## src/rtl/avalon_arb_pkg.sv

```systemverilog
// Shared types and constants for the two-requester Avalon-MM memory arbiter.
//   arb_state_t    : arbiter FSM states
//   requester_t    : identifies the instruction (I) or data (D) requester
//   ABORT_READDATA : readdata returned to a requester whose access was aborted
package avalon_arb_pkg;

   typedef enum logic [1:0] {
      IDLE,
      GRANT_I,
      GRANT_D,
      ABORT
   } arb_state_t;

   typedef enum logic {
      REQ_I,
      REQ_D
   } requester_t;

   localparam logic [31:0] ABORT_READDATA = 32'hDEADBEEF;

endpackage

```

## src/rtl/arb_watchdog.sv

```systemverilog
// Saturating stall counter used to detect a hung memory slave.
//   clk, rst : clock, asynchronous active-high reset
//   clear    : synchronous clear (held while no grant is active)
//   enable   : count one stalled cycle
//   expired  : count has reached LIMIT (never asserted when LIMIT == 0)
module arb_watchdog #(
   parameter int unsigned LIMIT = 255
) (
   input  logic clk,
   input  logic rst,
   input  logic clear,
   input  logic enable,
   output logic expired
);

   localparam int unsigned CW = (LIMIT < 2) ? 1 : $clog2(LIMIT + 1);

   logic [CW-1:0] count;

   always_ff @(posedge clk or posedge rst) begin
      if (rst) begin
         count <= '0;
      end else if (clear) begin
         count <= '0;
      end else if (enable && (count != '1)) begin
         count <= count + CW'(1);
      end
   end

   assign expired = (LIMIT != 0) && (count == CW'(LIMIT));

endmodule

```

## src/rtl/avalon_mem_arbiter.sv

```systemverilog
// Round-robin arbiter sharing one Avalon-MM memory slave between the CPU
// instruction-fetch (I) and data load/store (D) masters.
//   clk, reset             : clock, asynchronous active-high reset
//   i_read/i_address       : fetch request;   i_waitrequest/i_readdata back to I
//   d_read/d_write/d_*     : data request;    d_waitrequest/d_readdata back to D
//   m_*                    : Avalon-MM master port toward the memory slave
//   timeout_err            : sticky flag, set when the watchdog aborts a grant
module avalon_mem_arbiter
   import avalon_arb_pkg::*;
#(
   parameter int unsigned ADDR_W         = 32,
   parameter int unsigned DATA_W         = 32,
   parameter int unsigned TIMEOUT_CYCLES = 255
) (
   input  logic                clk,
   input  logic                reset,
   input  logic                i_read,
   input  logic [ADDR_W-1:0]   i_address,
   output logic                i_waitrequest,
   output logic [DATA_W-1:0]   i_readdata,
   input  logic                d_read,
   input  logic                d_write,
   input  logic [ADDR_W-1:0]   d_address,
   input  logic [DATA_W-1:0]   d_writedata,
   input  logic [DATA_W/8-1:0] d_byteenable,
   output logic                d_waitrequest,
   output logic [DATA_W-1:0]   d_readdata,
   output logic [ADDR_W-1:0]   m_address,
   output logic                m_read,
   output logic                m_write,
   output logic [DATA_W-1:0]   m_writedata,
   output logic [DATA_W/8-1:0] m_byteenable,
   input  logic                m_waitrequest,
   input  logic [DATA_W-1:0]   m_readdata,
   output logic                timeout_err
);

   arb_state_t state, state_nxt;
   requester_t last_grant, last_nxt;
   requester_t owner, owner_nxt;
   requester_t winner;
   logic       timeout_nxt;
   logic       granted;
   logic       wd_expired;
   logic       d_pend;

   assign granted = (state == GRANT_I) || (state == GRANT_D);
   assign d_pend  = d_read || d_write;

   arb_watchdog #(
      .LIMIT (TIMEOUT_CYCLES)
   ) u_watchdog (
      .clk     (clk),
      .rst     (reset),
      .clear   (!granted),
      .enable  (granted && m_waitrequest),
      .expired (wd_expired)
   );

   always_ff @(posedge clk or posedge reset) begin
      if (reset) begin
         state       <= IDLE;
         last_grant  <= REQ_I;
         owner       <= REQ_I;
         timeout_err <= 1'b0;
      end else begin
         state       <= state_nxt;
         last_grant  <= last_nxt;
         owner       <= owner_nxt;
         timeout_err <= timeout_nxt;
      end
   end

   always_comb begin
      state_nxt     = state;
      last_nxt      = last_grant;
      owner_nxt     = owner;
      timeout_nxt   = timeout_err;
      winner        = REQ_I;
      m_address     = '0;
      m_read        = 1'b0;
      m_write       = 1'b0;
      m_writedata   = '0;
      m_byteenable  = '0;
      i_waitrequest = 1'b1;
      i_readdata    = '0;
      d_waitrequest = 1'b1;
      d_readdata    = '0;

      case (state)
         IDLE: begin
            if (i_read || d_pend) begin
               if (i_read && d_pend) begin
                  winner = (last_grant == REQ_I) ? REQ_D : REQ_I;
               end else begin
                  winner = i_read ? REQ_I : REQ_D;
               end
               owner_nxt = winner;
               state_nxt = (winner == REQ_I) ? GRANT_I : GRANT_D;
            end
         end

         GRANT_I: begin
            m_address    = i_address;
            m_byteenable = '1;
            m_read       = i_read && !wd_expired;
            i_readdata   = m_readdata;
            if (wd_expired) begin
               timeout_nxt = 1'b1;
               state_nxt   = ABORT;
            end else if (!i_read) begin
               // Request withdrawn: release the bus without a completion.
               state_nxt = IDLE;
            end else if (!m_waitrequest) begin
               i_waitrequest = 1'b0;
               last_nxt      = REQ_I;
               state_nxt     = IDLE;
            end
         end

         GRANT_D: begin
            m_address    = d_address;
            m_writedata  = d_writedata;
            m_byteenable = d_byteenable;
            // A simultaneous read and write is issued as a write.
            m_write      = d_write && !wd_expired;
            m_read       = d_read && !d_write && !wd_expired;
            d_readdata   = m_readdata;
            if (wd_expired) begin
               timeout_nxt = 1'b1;
               state_nxt   = ABORT;
            end else if (!d_pend) begin
               state_nxt = IDLE;
            end else if (!m_waitrequest) begin
               d_waitrequest = 1'b0;
               last_nxt      = REQ_D;
               state_nxt     = IDLE;
            end
         end

         ABORT: begin
            // Complete the stuck requester with a recognisable poison value.
            if (owner == REQ_I) begin
               i_waitrequest = 1'b0;
               i_readdata    = DATA_W'(ABORT_READDATA);
            end else begin
               d_waitrequest = 1'b0;
               d_readdata    = DATA_W'(ABORT_READDATA);
            end
            last_nxt  = owner;
            state_nxt = IDLE;
         end

         default: state_nxt = IDLE;
      endcase
   end

endmodule

```

## config.mk

```make
export PLATFORM = sky130hd
export DESIGN_NAME = avalon_mem_arbiter
export DESIGN_NICKNAME = d
export VERILOG_FILES = /design/src/rtl/avalon_arb_pkg.sv /design/src/rtl/arb_watchdog.sv /design/src/rtl/avalon_mem_arbiter.sv
export SDC_FILE = /design/constraint.sdc
export NUM_CORES = 1
export LEC_CHECK = 0
export ABC_AREA = 1
export BUFFER_PORTS_ARGS = -buffer_cell sky130_fd_sc_hd__buf_2
export CORE_AREA = 3 3 105 107
export DETAILED_ROUTE_END_ITERATION = 8
export DIE_AREA = 0 0 108 110
export PLACE_DENSITY_LB_ADDON = 0.1
export SLEW_MARGIN = 30
export SYNTH_ARGS = -nofsm -noshare
export SYNTH_HDL_FRONTEND = slang
export SYNTH_HIERARCHICAL = 1
export SYNTH_SLANG_ARGS = --single-unit
```

## constraint.sdc

```tcl
create_clock -name clk -period 2.39 [get_ports clk]
set_input_delay 0 -clock clk [delete_from_list [all_inputs] [get_ports clk]]
set_output_delay 0 -clock clk [all_outputs]
set_load 0.02 [all_outputs]
```

Word-level counts from Yosys, hierarchy flattened
Index checks and enable logic that the tools add are counted.

Add/subtract/negate cells: 1. Eq/ne operators: 13. Multiplexer cells: 40. Reductions and logical operators: 18.

Operators by type and width (count): $pmux 32 s2 (3); $mux 32 (3); $mux 1 (19); $mux 8 (2); $mux 2 (7); $ne 2x2->1 const B (7); $add 8x1->8 const B (1); $eq 8x8->1 const B (1); $ne 8x8->1 const B (1); $pmux 2 s4 (1); $pmux 4 s2 (1); $logic_and 1x1->1 (7); $reduce_and 7->1 (1); $pmux 1 s2 (3); $eq 2x2->1 const B (2); $reduce_and 2->1 (2); $logic_or 1x1->1 (3); $pmux 1 s3 (1); $reduce_bool 3->1 (1); $eq 2x1->1 const B (1); $logic_not 1->1 (2); $logic_not 2->1 (1); $ne 2x1->1 const B (1); $reduce_or 2->1 (1).

Register bits after elaboration: 13. Input bits: 138. Output and inout port bits: 137. Word-level logic and storage cells: 77.

Logic depth before layout (Yosys ltp)
Gate-level depths: netlist (run 1).

Depth after elaboration: 8. Gate-level depth with buffers: 10. Depth with buffers taken out: 10.

Hierarchy
Netlist (run 1), hierarchy kept.

By module, submodules not included: avalon_mem_arbiter (instances 1, cells each 384, area each 1885.6 µm², seq. area each 125.1 µm²); arb_watchdog (instances 1, cells each 69, area each 506.7 µm², seq. area each 200.2 µm²).

Worst setup path after synthesis (run 1)
No wires, ideal clock.

Path type: register to register. From: reg state[0]. To: reg u_watchdog.count[7]. Library setup time: 119 ps. Data arrival time: 1735 ps. Data required time: 2271 ps. Setup slack: 536 ps. Stages on the path, launching flop included: 10. Path buffers: 1. Period minus slack after synthesis: 1854 ps. Cell sequence: dfrtp_1 > inv_1 > ha_1 > inv_2 > clkbuf_1 > inv_1 > nand2_4 > clkinv_4 > nand2_1 > nand2_1.

Cells in the longest elaborated chain, start to end: 5. Elaborated cells between the ends (all ways): 7. Classes of those cells: eq/ne (3); mux (1); reduce/logical (3).

Ends and longest elaborated chain: from (decl) (RTL line avalon_mem_arbiter.sv:38) `arb_state_t state, state_nxt;`; from (signal assigned) (RTL line avalon_mem_arbiter.sv:67) `state <= state_nxt;`; $eq 2x1->1 or $eq 2x2->1 (tied branches) (RTL line avalon_mem_arbiter.sv:47) `assign granted = (state == GRANT_I) || (state == GRANT_D);`; $logic_or 1x1->1 * (RTL line avalon_mem_arbiter.sv:47); $logic_and 1x1->1 (RTL line avalon_mem_arbiter.sv:56) `.enable (granted && m_waitrequest),`; $logic_and 1x1->1 (RTL line arb_watchdog.sv:25) `end else if (enable && (count != '1)) begin`; $ne 2x1->1 (no source line); to (signal assigned) (RTL line arb_watchdog.sv:26) `count <= count + CW'(1);`; to (decl) (RTL line arb_watchdog.sv:18) `logic [CW-1:0] count;`.

Mark *: on every way between the ends. The rest lies on a longest branch, timed or not. A chain may end at the register's enable or synchronous reset.

Worst setup path in the final report (run 1)
From: reg state[1]. To: out m_byteenable[3].

Cells in the longest elaborated chain, start to end: 2. Elaborated cells between the ends (all ways): 3. Classes of those cells: eq/ne (2); mux (1).

Ends and longest elaborated chain: $eq 2x2->1 or $eq 2x1->1 (tied branches) (RTL line avalon_mem_arbiter.sv:90) `case (state)`; $pmux 4 s2 * (RTL line avalon_mem_arbiter.sv:90); to (decl) (RTL line avalon_mem_arbiter.sv:32) `output logic [DATA_W/8-1:0] m_byteenable,`.

Marks and branches as above.

==> flow_metrics.env, run 1 <==
export IMPL_status="complete, no violations"
export IMPL_syn_num_nets=598
export IMPL_place_area_um2=3840
export IMPL_drt_iter0_markers=185
export IMPL_antenna_cells=0
export IMPL_ys_seq_elements=13
export IMPL_via_per_inst=4.30
export IMPL_drc=0
export IMPL_tns_ns=0
export IMPL_ys_warn_count=6
export IMPL_final_nets=860
export IMPL_synth_edf_count=0
export IMPL_critPathLaunchType="flop"
export IMPL_core_area_um2=10200
export IMPL_wirelength_um=12100
export IMPL_end_kind="output port"
export IMPL_setup_violations=0
export IMPL_antenna_found_initial=0
export IMPL_rows=37
export IMPL_grt_max_degree=41
export IMPL_drtPass1Iterations=5
export IMPL_fmax_ghz=0.491
export IMPL_root_buffer="clkbuf_8"
export IMPL_ant_nets=0
export IMPL_fill_cells=1180
export IMPL_cp_required_ns=2.39
export IMPL_worstSetupPathType="reg2out"
export IMPL_die_area_um2=11900
export IMPL_first_global_vias=3126
export IMPL_netlist_top_cells_area="nand2_1 28%, dfrtp_1 14%, inv_1 13%"
export IMPL_synth_top_cell_by_area="nand2_1"
export IMPL_cp_max_fo=18
export IMPL_cts_buffers=3
export IMPL_numClockSinks=13
export IMPL_worstSkewPairLatency_ns=0.24
export IMPL_portBuffers=274
export IMPL_grt_usage=0.179
export IMPL_place_hpwl_um=10000
export IMPL_p_per_area_nw_per_um2=1180
export IMPL_die_w_um=108
export IMPL_cap_violations=0
export IMPL_synth_main_ff_cell="dfrtp_1"
export IMPL_worst_pin_slew_ns=0.439
export IMPL_grt_pass1_wl_um=16900
export IMPL_io_pins=275
export IMPL_cts_resized_gates=0
export IMPL_die_h_um=110
export IMPL_synth_cells=453
export IMPL_post_cts_setup_buffer_count=0
export IMPL_stdcell_area_um2=3890
export IMPL_arrival_ns=2.04
export IMPL_syn_cell_area_um2=2390
export IMPL_finalCritPeriodShare=0.852
export IMPL_hold_viol_final=0
export IMPL_async_flop_share=1.00
export IMPL_area_delta_synth_final_pct=62.7
export IMPL_synth_top_area_share=0.276
export IMPL_cts_buffer_depth=2
export IMPL_report_final_slew_viol_count=0
export IMPL_overflow=0
export IMPL_cts_tree="yes"
export IMPL_period_minus_slack_ns=2.04
export IMPL_vdd_drop_max_v=0.000410
export IMPL_cts_clk_slew_worst_paths_ns=0.06
export IMPL_synth_distinct_cells=31
export IMPL_gp_congestion=0.900
export IMPL_synth_sequential_area_ratio=0.136
export IMPL_drive_above_1_share=0.443
export IMPL_hold_class="in2reg"
export IMPL_syn_avg_cell_area_um2=5.28
export IMPL_initial_core_util=0.234
export IMPL_wl_per_cell_um=14.2
export IMPL_via_count=3655
export IMPL_cts_max_level=1
export IMPL_slew_headroom=0.707
export IMPL_rsz0062_at_grt="false"
export IMPL_finClkSkew_ns=0.00663
export IMPL_p_leak_nw=2.74
## where the power goes
| group | switching (W) | internal (W) | total, W | leakage, nW |
|---|---|---|---|---|
| logic | 0.00287 | 0.00121 | 0.00408 | 2.54 |
| clock network | 0.0000793 | 0.000118 | 0.000197 | 0.0228 |
| registers | 0.0000381 | 0.000259 | 0.000297 | 0.173 |
## metrics by stage
step                hold WS (ns)  std cells   util  worst slack (ns)  total power, W
floorplan                 -0.221        453      -             0.536         0.00311
global placement         -0.0584        845  0.375             0.577         0.00442
detailed placement       -0.0552        845  0.375             0.514         0.00443
CTS                       0.0212        850  0.380             0.313         0.00464
global route              0.0281        850  0.380             0.123         0.00497
finish                    0.0267        850  0.380             0.354         0.00458
## layout by cell type (no fill, tap or decap)
cell | synthesis | layout
o22ai_2 | 1 | 1
inv_1 | 85 | 85
ha_2 | 0 | 3
nand2_4 | 1 | 1
ha_1 | 7 | 4
o21ai_1 | 25 | 25
nand4_1 | 3 | 3
nand2_2 | 4 | 4
buf_2 | 14 | 274
nor4_1 | 1 | 1
o211ai_1 | 2 | 2
o21ai_0 | 8 | 8
a31oi_1 | 1 | 1
nor2_1 | 20 | 20
clkinv_4 | 1 | 1
buf_4 | 4 | 9
nor2_4 | 2 | 2
dlygate4sd3_1 | 0 | 1
a21oi_1 | 39 | 39
clkbuf_8 | 0 | 3
xor2_1 | 1 | 1
inv_2 | 7 | 7
o31ai_1 | 6 | 6
o21a_1 | 1 | 1
dfrtp_1 | 13 | 13
nand2_1 | 176 | 176
nor3_1 | 1 | 1
nand3_1 | 9 | 9
a21oi_2 | 1 | 1
o31ai_2 | 8 | 8
a21o_1 | 1 | 1
clkbuf_1 | 4 | 1
nor2_2 | 2 | 2
## state kept, by name, summed over array words and instances, names as in the netlist
name              cells
owner                 1
timeout_err           1
u_watchdog/count      8
last_grant            1
state                 2
## Yosys cell counts (2+ instances only)
cell / count
nor2_2: 2
o21ai_0: 8
nand3_1: 9
buf_4: 4
a21oi_1: 39
ha_1: 7
inv_2: 7
nand4_1: 3
inv_1: 85
nor2_1: 20
o21ai_1: 25
dfrtp_1: 13
nand2_1: 176
o31ai_1: 6
buf_2: 14
o31ai_2: 8
nand2_2: 4
nor2_4: 2
clkbuf_1: 4
o211ai_1: 2
buf_6: 5
## worst paths after layout
path | from | end | depth (start not counted) | slack, ns
worst max-delay path | state[1] | m_byteenable[3] | 7 | 0.35
worst min-delay path | i_read | owner | 2 | 0.03
worst max register to register | state[1] | u_watchdog/count[7] | 8 | 0.52
worst min register to register | timeout_err | timeout_err | 1 | 0.46
max in group asynchronous | reset | u_watchdog/count[6] | 3 | 1.91
min in group asynchronous | reset | timeout_err | 3 | 0.22
## what timing repair did
action                     4_1_cts  5_1_grt
setup endpoints to repair        0        0
hold endpoints to repair        13        0
hold buffers                     1        0
## worst max-delay path: stages, from the launching register on
cell and delay [ns]:
dfrtp_1 0.44, inv_1 0.13, ha_2 0.41, inv_2 0.22
nand2_1 0.12, nand2_1 0.13, nor2_1 0.16, buf_2 0.18
## kinds of logic (layout without fill, tap and decap cells)
kind of cell	after synthesis	after routing	share of synthesized area
AOI/OAI and AO/OA	93	93	0.235
xor gates and xnor gates	1	1	0.00366
adders and majority gates	7	7	0.0366
buffers and inverters	120	381	0.220
DFF	13	13	0.136
and+or+nand+nor	219	219	0.369
## layer usage
metal,routed length (um),vias up,part of all wire,GRT usage
met1,4670,1590,0.39,0.208
li1,-,1900,-,-
met2,6260,149,0.52,0.339
met5,0,-,0,0
met4,232,0,0.019,0.0451
met3,915,16,0.076,0.0285
## area by class of cell
| cell class | instances | area [um2] | area share |
|---|---|---|---|
| clock buffer | 4 | 45.0 | 0.0116 |
| tap | 136 | 170 | 0.0437 |
| multi-input combinational | 320 | 1550 | 0.398 |
| timing repair buffer | 284 | 1450 | 0.372 |
| inverter | 93 | 354 | 0.0910 |
| sequential | 13 | 325 | 0.0836 |
Note: power is estimated with default switching activity, not from simulation.
==> run 2: changes to the inputs <==
==> constraint.sdc (replaced) <==
create_clock -name clk -period 2.39 [get_ports clk]
set_input_delay 0.3585 -clock clk [delete_from_list [all_inputs] [get_ports clk]]
set_output_delay 0.3585 -clock clk [all_outputs]
set_load 0.02 [all_outputs]
==> flow_metrics.env, run 2 (synthesis results as in run 1) <==
export IMPL_status="complete, no violations"
export IMPL_cts_hold_buffers=0
export IMPL_initial_core_util=0.234
export IMPL_worst_path_max_delay_cell="nor2_4"
export IMPL_wl_per_cell_um=14.1
export IMPL_die_area_um2=11900
export IMPL_fin_ws_ns=0.0760
export IMPL_overflow=0
export IMPL_fmax_ghz=0.432
export IMPL_drt_iter0_markers=178
export IMPL_cap_violations=0
export IMPL_end_kind="output port"
export IMPL_reg2regPathDepth=8
export IMPL_final_cell_mix="274 x buf_2, 176 x nand2_1, 85 x inv_1, 39 x a21oi_1, 25 x o21ai_1"
export IMPL_cts_tree="yes"
export IMPL_crit_chain="inv_1 -> ha_2 -> nor2_4 -> nor2_1 -> o211ai_1 -> buf_2"
export IMPL_place_hpwl_um=10000
export IMPL_setup_violations=0
export IMPL_place_inst=844
export IMPL_cp_max_fo=24
export IMPL_cp_required_ns=2.03
export IMPL_rows=37
export IMPL_root_buffer="clkbuf_8"
export IMPL_largestRegisters="u_watchdog/count: 8 flops, state: 2 flops"
export IMPL_grt_max_degree=42
export IMPL_arrival_ns=1.96
export IMPL_via_count=3688
export IMPL_portBuffers=274
export IMPL_grt_usage=0.178
export IMPL_cts_max_level=1
export IMPL_critPathLaunchType="flop"
export IMPL_antenna_found_initial=0
export IMPL_regMostFlops="u_watchdog/count"
export IMPL_finish_utilization=0.385
export IMPL_report_final_slew_viol_count=0
export IMPL_final_nets=858
export IMPL_first_global_vias=3328
export IMPL_cts_buffers=3
export IMPL_grt_pass1_wl_um=17000
export IMPL_drtPass1Iterations=4
export IMPL_p_leak_nw=2.74
export IMPL_fill_cells=1194
export IMPL_vdd_drop_max_v=0.000725
export IMPL_via_per_inst=4.35
export IMPL_drc=0
export IMPL_die_w_um=108
export IMPL_multi_input_comb_area_um2=1570
export IMPL_gp_congestion=0.848
export IMPL_path_delay_family="simple AND/OR/NAND/NOR gates"
export IMPL_critPathBufInv=2
export IMPL_drive_above_1_share=0.445
export IMPL_worst_path_stages=6
export IMPL_cts_buffer_depth=2
export IMPL_core_area_um2=10200
export IMPL_cp_slowest_stage_delay_ns=0.51
export IMPL_die_h_um=110
export IMPL_final_common_cell="buf_2"
export IMPL_numClockSinks=13
export IMPL_io_pins=275
export IMPL_wirelength_um=12000
export IMPL_finalCritPeriodShare=0.968
export IMPL_ant_nets=0
export IMPL_rsz0062_at_grt="true"
export IMPL_finalPower_w=0.00464
export IMPL_hold_class="in2async"
export IMPL_worstSetupPathType="reg2out"
export IMPL_post_cts_setup_buffer_count=0
export IMPL_place_ws_ns=0.193
export IMPL_p_per_area_nw_per_um2=1180
export IMPL_period_minus_slack_ns=2.31
export IMPL_worst_pin_slew_ns=0.638
export IMPL_worstSkewPairLatency_ns=0.24
export IMPL_antenna_cells=0
export IMPL_area_delta_synth_final_pct=64.5
export IMPL_cts_clk_slew_worst_paths_ns=0.06
export IMPL_slew_headroom=0.574
export IMPL_finClkSkew_ns=0.00396
export IMPL_fin_cells=848
export IMPL_hold_viol_final=0
export IMPL_largest_reg_flops=8
export IMPL_regArea_um2=327
-- run 2: cell count changes in the layout (fill, tap and decap cells not counted), sizes merged --
cell	previous run	this run
buf	283	282
dlygate4sd3	1	0
-- run 2: final cells by class --
cell class,count,share of cell area
inverters,93,0.0906
repair buffers,282,0.374
flip-flops and latches,13,0.0830
well taps,136,0.0432
clock buffers,4,0.0114
multi-input cells,320,0.398
-- run 2: metal layers --
| layer | vias to the layer above | part of all wire | GRT usage |
|---|---|---|---|
| met3 | 24 | 0.074 | 0.0315 |
| met1 | 1627 | 0.37 | 0.194 |
| met5 | - | 0 | 0 |
| met2 | 142 | 0.53 | 0.351 |
| li1 | 1895 | - | - |
| met4 | 0 | 0.023 | 0.0478 |
-- run 2: through the flow --
stage | area (um2) | hold slack (ns) | setup TNS (ns)
after floorplan | 2390 | 0.137 | 0
after global placement | 3870 | 0.287 | 0
after detailed placement | 3870 | 0.291 | 0
after CTS | 3920 | 0.0315 | -0.0102
after global routing | 3940 | 0.0607 | -0.322
final | 3940 | 0.0347 | 0
-- run 2: worst paths after layout --
check                       startpoint             endpoint  slack (ns)
max in group asynchronous        reset  u_watchdog/count[1]        2.06
min reg2reg                timeout_err          timeout_err        0.46
max                           state[0]        d_waitrequest        0.08
max reg2reg                   state[1]  u_watchdog/count[7]        0.43
min in group clk                i_read                owner        0.40
min                              reset          timeout_err        0.03
-- run 2: repair_timing --
| item | CTS | global route |
|---|---|---|
| pin swaps | 0 | 2 |
| hold endpoints to repair | 0 | 0 |
| gates resized for setup | 1 | 4 |
| setup endpoints to repair | 3 | 11 |
-- run 2: power by group --
part | internal (W) | switching, W
logic | 0.00126 | 0.00288
clock network | 0.000118 | 0.0000776
registers | 0.000260 | 0.0000434
total | 0.00163 | 0.00300
==> run 3: changes to the inputs <==
--- a/config.mk
+++ b/config.mk
@@ -14,5 +14,4 @@
 export SLEW_MARGIN = 30
 export SYNTH_ARGS = -nofsm -noshare
 export SYNTH_HDL_FRONTEND = slang
-export SYNTH_HIERARCHICAL = 1
 export SYNTH_SLANG_ARGS = --single-unit
==> constraint.sdc (replaced) <==
create_clock -name clk -period 2.39 [get_ports clk]
set_input_delay 0.3585 -clock clk [delete_from_list [all_inputs] [get_ports clk]]
set_output_delay 0.3585 -clock clk [all_outputs]
set_load 0.005 [all_outputs]
==> flow_metrics.env, run 3 <==
export IMPL_area_delta_synth_final_pct=70.7
export IMPL_fin_ws_ns=0.227
export IMPL_cts_resized_gates=0
export IMPL_worstSetupPathType="reg2out"
export IMPL_die_h_um=110
export IMPL_synth_main_ff_cell="dfrtp_1"
export IMPL_cts_max_level=1
export IMPL_largestRegisters="u_watchdog.count: 8 flops, state: 2 flops"
export IMPL_report_final_slew_viol_count=0
export IMPL_ant_nets=0
export IMPL_netlist_top_cells_area="nand2_1 25%, inv_1 16%, dfrtp_1 15%"
export IMPL_grt_max_degree=77
export IMPL_p_per_area_nw_per_um2=859
export IMPL_numClockSinks=13
export IMPL_syn_cell_area_um2=2200
export IMPL_antenna_cells=0
export IMPL_syn_avg_cell_area_um2=5.07
export IMPL_largest_reg_flops=8
export IMPL_worstSkewPairLatency_ns=0.25
export IMPL_antenna_found_initial=0
export IMPL_setup_violations=0
export IMPL_ys_seq_elements=13
export IMPL_synth_cells=434
export IMPL_wirelength_um=10400
export IMPL_cts_clk_slew_worst_paths_ns=0.06
export IMPL_critPathLaunchType="flop"
export IMPL_post_cts_setup_buffer_count=0
export IMPL_drtPass1Iterations=4
export IMPL_first_global_vias=3172
export IMPL_drc=0
export IMPL_cp_max_fo=15
export IMPL_async_flop_share=1.00
export IMPL_vdd_drop_max_v=0.000374
export IMPL_final_nets=839
export IMPL_final_common_cell="buf_2"
export IMPL_post_synth_top_count_cell="nand2_1"
export IMPL_cts_buffers=3
export IMPL_slew_headroom=0.617
export IMPL_drive_above_1_share=0.431
export IMPL_rsz0062_at_grt="false"
export IMPL_status="complete, no violations"
export IMPL_place_hpwl_um=8550
export IMPL_core_area_um2=10200
export IMPL_grt_usage=0.158
export IMPL_arrival_ns=1.80
export IMPL_gp_congestion=0.824
export IMPL_period_minus_slack_ns=2.16
export IMPL_ys_warn_count=0
export IMPL_wl_per_cell_um=12.6
export IMPL_io_pins=275
export IMPL_regMostFlops="u_watchdog.count"
export IMPL_end_kind="output port"
export IMPL_grt_pass1_wl_um=15300
export IMPL_tns_ns=0
export IMPL_die_area_um2=11900
export IMPL_final_cell_mix="274 x buf_2, 144 x nand2_1, 93 x inv_1, 53 x o21ai_0, 38 x a21oi_1"
export IMPL_synth_distinct_cells=27
export IMPL_syn_num_nets=578
export IMPL_via_count=3532
export IMPL_cp_required_ns=2.03
export IMPL_finClkSkew_ns=0.000939
export IMPL_synth_edf_count=0
export IMPL_rows=37
export IMPL_cts_buffer_depth=2
export IMPL_synth_commonest_cells="144 x nand2_1, 93 x inv_1, 53 x o21ai_0"
export IMPL_synth_sequential_area_ratio=0.148
export IMPL_drt_iter0_markers=257
export IMPL_hold_viol_final=0
export IMPL_cts_tree="yes"
export IMPL_hold_class="in2async"
export IMPL_p_leak_nw=2.66
export IMPL_die_w_um=108
export IMPL_via_per_inst=4.26
export IMPL_cap_violations=0
export IMPL_initial_core_util=0.215
export IMPL_fmax_ghz=0.462
export IMPL_overflow=0
export IMPL_portBuffers=274
export IMPL_root_buffer="clkbuf_8"
export IMPL_synth_top_cell_by_area="nand2_1"
export IMPL_place_ws_ns=0.489
export IMPL_worst_pin_slew_ns=0.574
export IMPL_cts_hold_buffers=0
export IMPL_synth_top_area_share=0.245
export IMPL_finalCritPeriodShare=0.905
[run 3: cell type report]
class	count	area, um2
Clock buffer	4	45.0
Fill cell	1164	6470
Inverter	97	370
Multi-Input combinational cell	298	1390
Sequential cell	13	325
Tap cell	136	170
Timing Repair Buffer	282	1460
[run 3: final timing paths]
kind,start,end,slack (ns),cells after the start
hold reg to reg,timeout_err,timeout_err,0.48,1
min in group clk,timeout_err,timeout_err,0.48,1
setup reg to reg,state[0],state[0],0.68,9
max in group asynchronous,reset,u_watchdog.count[5],1.86,2
hold / removal,reset,u_watchdog.count[3],0.16,2
setup / recovery,state[1],i_readdata[25],0.23,6
[run 3: cells by family (layout without fill, tap and decap cells)]
family | Yosys count | after routing | synth area share
AO/OA/AOI/OAI | 100 | 100 | 0.235
buffers and inverters | 123 | 383 | 0.222
flip-flops | 13 | 13 | 0.148
adder cells (fa/ha/maj) | 6 | 6 | 0.0341
AND/OR/NAND/NOR | 192 | 192 | 0.361
[run 3: per-stage QoR]
| stage | util | cell area (um2) | total power [W] | instances | hold WS (ns) |
|---|---|---|---|---|---|
| finish | 0.367 | 3760 | 0.00323 | 830 | 0.160 |
| global placement | 0.363 | 3710 | 0.00309 | 826 | 0.448 |
| floorplan | - | 2200 | 0.00178 | 434 | 0.235 |
| detailed placement | 0.363 | 3710 | 0.00306 | 826 | 0.450 |
| global route | 0.367 | 3760 | 0.00362 | 830 | 0.200 |
| CTS | 0.367 | 3760 | 0.00329 | 830 | 0.181 |
[run 3: critical path, stage by stage (launching register included)]
cell and delay [ns]:
dfrtp_1 0.41, inv_1 0.11, ha_1 0.23, inv_1 0.31, buf_4 0.25, o21ai_0 0.10, buf_2 0.15
[run 3: per-layer routing]
metal	wire length [um]	track usage	up-vias
met5	0	0	-
li1	-	-	1833
met3	932	0.0280	9
met2	5460	0.311	154
met1	3930	0.176	1536
met4	106	0.0298	0
[run 3: where the power goes]
group,leakage [nW],switching [W],internal [W]
logic,2.46,0.00160,0.00111
registers,0.173,0.0000426,0.000266
clock network,0.0228,0.0000863,0.000118
total,2.66,0.00173,0.00149
